`config.mk`:
```
export PLATFORM = sky130hd
export DESIGN_NAME = split16to4_r
export DESIGN_NICKNAME = d
export VERILOG_FILES = /design/src/rtl/split16to4_r.sv
export SDC_FILE = /design/constraint.sdc
export NUM_CORES = 1
export LEC_CHECK = 0
export BUFFER_PORTS_ARGS = -buffer_cell sky130_fd_sc_hd__clkbuf_2
export CAP_MARGIN = 10
export CORE_UTILIZATION = 55
export DETAILED_ROUTE_END_ITERATION = 8
export PLACE_DENSITY = 0.8
export REMOVE_ABC_BUFFERS = 1
export SYNTH_ARGS = -nofsm -noshare
export SYNTH_HDL_FRONTEND = slang
export SYNTH_SLANG_ARGS = --single-unit
```
`constraint.sdc`:
```
create_clock -name clk -period 5.4 [get_ports clk]
set_input_delay 1.62 -clock clk [delete_from_list [all_inputs] [get_ports clk]]
set_output_delay 1.62 -clock clk [all_outputs]
set_load 0.02 [all_outputs]
```
`src/rtl/split16to4_r.sv`:
```
// ---------------------------------------------------------------------------
// split16to4_r
// Captures one merged, sorted block of N elements and streams it out as
// M-element beats over a valid/ready interface. A block is emitted as a
// single beat (QPSK, mode 00) or as N/M beats (QAM16, any other mode). The
// mode is sampled at the moment the block is accepted.
//
// Ports
//  clk        in   rising-edge system clock
//  rst        in   asynchronous active-low reset
//  load       in   one-cycle strobe requesting capture of in_data
//  mode       in   00 = QPSK (1 beat), otherwise QAM16 (N/M beats)
//  in_data    in   merged block, element i at [i*WIDTH +: WIDTH]
//  in_ready   out  a block can be accepted this cycle (combinational)
//  out_data   out  current beat, element j = block element k*M+j
//  out_valid  out  out_data / out_idx / out_last are valid
//  out_ready  in   downstream accepts the current beat
//  out_idx    out  beat number k within the block
//  out_last   out  current beat is the last of the block
//  overrun    out  sticky flag: load seen while in_ready was low
// ---------------------------------------------------------------------------
module split16to4_r #(
    parameter  int WIDTH = 8,
    parameter  int N     = 16,
    parameter  int M     = 4,
    localparam int NB    = N / M,
    localparam int IDXW  = (NB > 1) ? $clog2(NB) : 1
) (
    input  logic                 clk,
    input  logic                 rst,
    input  logic                 load,
    input  logic [1:0]           mode,
    input  logic [N*WIDTH-1:0]   in_data,
    output logic                 in_ready,
    output logic [M*WIDTH-1:0]   out_data,
    output logic                 out_valid,
    input  logic                 out_ready,
    output logic [IDXW-1:0]      out_idx,
    output logic                 out_last,
    output logic                 overrun
);

    localparam logic [0:0]      ST_IDLE = 1'b0;
    localparam logic [0:0]      ST_SEND = 1'b1;
    localparam logic [IDXW-1:0] LAST_K  = IDXW'(NB - 1);

    logic [0:0]         state_r,     state_nx_s;
    logic [N*WIDTH-1:0] block_r,     block_nx_s;
    logic               qpsk_r,      qpsk_nx_s;
    logic [IDXW-1:0]    k_r,         k_nx_s;
    logic [M*WIDTH-1:0] out_data_r,  out_data_nx_s;
    logic               out_valid_r, out_valid_nx_s;
    logic               out_last_r,  out_last_nx_s;
    logic               overrun_r,   overrun_nx_s;

    logic               in_ready_s;
    logic               accept_s;
    logic               beat_hs_s;
    logic [IDXW-1:0]    k_inc_s;

    // Select beat k (M consecutive elements) out of a held block.
    function automatic logic [M*WIDTH-1:0] beat_sel(
        input logic [N*WIDTH-1:0] blk,
        input logic [IDXW-1:0]    k
    );
        beat_sel = blk[int'(k)*M*WIDTH +: M*WIDTH];
    endfunction

    // Ready for a new block when empty, or when the last beat leaves this cycle.
    always_comb begin
        in_ready_s = 1'b0;
        if (state_r == ST_IDLE) begin
            in_ready_s = 1'b1;
        end else begin
            in_ready_s = out_valid_r & out_last_r & out_ready;
        end
    end

    assign accept_s  = load & in_ready_s;
    assign beat_hs_s = out_valid_r & out_ready;
    assign k_inc_s   = k_r + {{(IDXW-1){1'b0}}, 1'b1};

    // Next-state computation for the block holder and beat sequencer.
    always_comb begin
        state_nx_s     = state_r;
        block_nx_s     = block_r;
        qpsk_nx_s      = qpsk_r;
        k_nx_s         = k_r;
        out_data_nx_s  = out_data_r;
        out_valid_nx_s = out_valid_r;
        out_last_nx_s  = out_last_r;
        overrun_nx_s   = overrun_r | (load & ~in_ready_s);

        if (accept_s) begin
            // Covers both the idle case and a back-to-back load on the last beat.
            state_nx_s     = ST_SEND;
            block_nx_s     = in_data;
            qpsk_nx_s      = (mode == 2'b00);
            k_nx_s         = {IDXW{1'b0}};
            out_data_nx_s  = in_data[M*WIDTH-1:0];
            out_valid_nx_s = 1'b1;
            out_last_nx_s  = (mode == 2'b00) || (LAST_K == {IDXW{1'b0}});
        end else if (beat_hs_s && !out_last_r) begin
            k_nx_s         = k_inc_s;
            out_data_nx_s  = beat_sel(block_r, k_inc_s);
            out_last_nx_s  = qpsk_r || (k_inc_s == LAST_K);
        end else if (beat_hs_s) begin
            state_nx_s     = ST_IDLE;
            k_nx_s         = {IDXW{1'b0}};
            out_data_nx_s  = {(M*WIDTH){1'b0}};
            out_valid_nx_s = 1'b0;
            out_last_nx_s  = 1'b0;
        end else begin
            // No handshake: everything presented downstream stays stable.
            state_nx_s     = state_r;
        end
    end

    // State and output registers with asynchronous clear.
    always_ff @(posedge clk or negedge rst) begin
        if (!rst) begin
            state_r     <= ST_IDLE;
            block_r     <= {(N*WIDTH){1'b0}};
            qpsk_r      <= 1'b0;
            k_r         <= {IDXW{1'b0}};
            out_data_r  <= {(M*WIDTH){1'b0}};
            out_valid_r <= 1'b0;
            out_last_r  <= 1'b0;
            overrun_r   <= 1'b0;
        end else begin
            state_r     <= state_nx_s;
            block_r     <= block_nx_s;
            qpsk_r      <= qpsk_nx_s;
            k_r         <= k_nx_s;
            out_data_r  <= out_data_nx_s;
            out_valid_r <= out_valid_nx_s;
            out_last_r  <= out_last_nx_s;
            overrun_r   <= overrun_nx_s;
        end
    end

    assign in_ready  = in_ready_s;
    assign out_data  = out_data_r;
    assign out_valid = out_valid_r;
    assign out_idx   = k_r;
    assign out_last  = out_last_r;
    assign overrun   = overrun_r;

endmodule

```
==> metrics <==
Syn Inst Count 589; via/cell ratio ~5.9; WP buf/inv 2; design area 9710 µm²; Sequential cell area 4160 µm²; fillers 1070; Max VDD drop approximately 460 µV; CP most frequent cell clkbuf_2; CTS H-Tree Depth 4; R2R depth 4; number of global-route vias before repair just under 6000; Top FF cell, synth dfrtp_1; root buffer cell clkbuf_16; Fin Setup TNS 0 ps; f_max 258 MHz; CTS tree done; critical path depth in cells 3; status finished, violations left; Netlist cell types 27; Startpoint Class primary input; Post-synth ARST share 1.00; Crit Path Max Fanout 9; PwrDens 625 nW/µm²; Slew @ Worst Pin between 1000 and 1500 ps; synth cell count leaders 166 x dfrtp_1, 110 x mux2_4, 97 x mux2i_1; wire per inst between 20 and 25 µm; Worst Hold Class flip-flop to flip-flop; Final Max Slew Viols 0; fraction of layout cells with a size suffix above 1 0.459; sequential fraction of the synthesis area 0.500; final hold violation count 0; area of the multi-input gates about 3800 µm²; Pre-Repair DR Iteration Count 7; first-pass GRT wire length 31100 µm; Reg clk slew, reported paths 60 ps; unrepaired setup endpoints after global routing false; grt ovf 0; CP arrival 2250 ps; setup ws final 1530 ps; Port Buffer Count 171; # rows 44; syn_area_per_cell around 14 µm²; Post-route DRC 20; routability-driven placement congestion ratio 0.760; Post-Route WL 19100 µm; Warnings, synthesis 0; Synth Cell Area 8310 µm²; drt initial violations 305; synth top area cells dfrtp_1 50%, mux2_4 20%, mux2i_1 12%; ant diodes 0; violated checks design-rule violations; Die H between 100 and 150 µm; most frequent cell after synthesis dfrtp_1; number of synthesized register bits about 170; clk_lat worst skew about 420 ps; area leader, netlist dfrtp_1; Core Region 14600 µm²; Max stage delay on crit path approximately 280 ps; Crit path max-delay family buffers and inverters; clk sinks 166; placement-stage cell area 9150 µm²; Crit. End Element output port; critical path cell sequence clkbuf_2, a21bo_4, clkbuf_2; nets 878; Final ANT Viol Nets 0; overall power 6.06 mW; cts repair resizes 0; Final HPWL DP approximately 12000 µm; period utilisation layout 0.717; Bufs on Longest Clock Path 2; Worst path slowest cell a21bo_4; Die X 125 µm; Area Overhead vs Synth 16.8%; hold path cells 1; final core occ 0.663; total track usage 0.256; # IOs 172; Hold-fix buffers, CTS 0; Setup Buffers After CTS 0; CTS Buf Count 17; die area between 15000 and 20000 µm²; max cap viols 0; required time worst endpoint approximately 3800 ps; leakage power between 5 and 6 nW; Starting Density 0.568; Setup WS pre-CTS between 1500 and 2000 ps; Vias 5548; Tmin final 3870 ps; Worst Path Class, Setup primary input to output port; top-area cell type share of the netlist area 0.500; Final setup viols 0; initial antenna violation count 0; largest net degree at the start of global routing 107; Rel. slew slack 0.210; clock skew 7.09 ps; number of synthesized flops with an enable pin 0
-- sequential cells by signal, summed over array words and instances, names as in the netlist --
register	flops
out_data	32
overrun	1
qpsk_r	1
out_last	1
out_idx	2
block_r	128
out_valid	1
-- kinds of logic after synthesis --
group,count (synthesis),synth area share
AND/OR/NAND/NOR,75,0.0467
AO/OA/AOI/OAI,73,0.0667
buffers and inverters,48,0.0441
flip-flops,166,0.500
multiplexers,226,0.341
adder cells (fa/ha/maj),1,0.00151
-- worst paths after layout --
path / startpoint / end / slack (ps)
min in group asynchronous: rst / block_r[73]$_DFFE_PN0P_ / 1320
max in group asynchronous: rst / block_r[67]$_DFFE_PN0P_ / 3050
setup reg to reg: out_valid$_DFFE_PN0P_ / block_r[108]$_DFFE_PN0P_ / 2490
setup / recovery: out_ready / in_ready / 1530
hold / removal: overrun$_DFF_PN0_ / overrun$_DFF_PN0_ / 490
hold reg to reg: overrun$_DFF_PN0_ / overrun$_DFF_PN0_ / 490
-- placed cells by master, fill, tap and decap left out, types with 2 or more instances in the layout --
master,count
mux2i_1,97
mux2_2,19
inv_6,4
clkinv_2,5
o22ai_1,34
buf_4,8
clkbuf_16,17
inv_1,4
a21oi_1,2
clkbuf_2,170
mux2_4,110
clkinvlp_4,3
clkinv_4,2
a22o_1,34
or3_1,32
dfrtp_1,165
nor2_1,35
-- routing by layer --
metal / part of all wire / up-vias / wire, µm / global-route usage
met5: 0 / - / 0 / 0
met2: 0.49 / 183 / 9410 / 0.420
met3: 0.057 / 34 / 1080 / 0.0561
met1: 0.43 / 2851 / 8220 / 0.333
met4: 0.022 / 0 / 429 / 0.105
li1: - / 2480 / - / -
-- per-stage QoR --
step	std cells	hold slack (ps)
after detailed placement	908	465
after global placement	908	465
after floorplan	545	479
final	940	491
after CTS	940	492
after global routing	940	517
-- power breakdown --
part / total (mW) / internal (mW) / switching [mW] / leakage [nW]
registers: 2.31 / 1.87 / 0.443 / 1.97
clock network: 1.16 / 0.637 / 0.519 / 0.270
logic: 2.60 / 1.46 / 1.13 / 2.92
total: 6.06 / 3.97 / 2.10 / 5.16
-- layout make-up --
cell class,instances,share of cell area
Multi-Input combinational cell,375,0.395
Timing Repair Buffer,179,0.0950
Tap cell,184,0.0237
Sequential cell,166,0.428
Clock inverter,15,0.0134
Inverter,4,0.00155
Clock buffer,17,0.0438
Power figures use the tool's default switching activity.
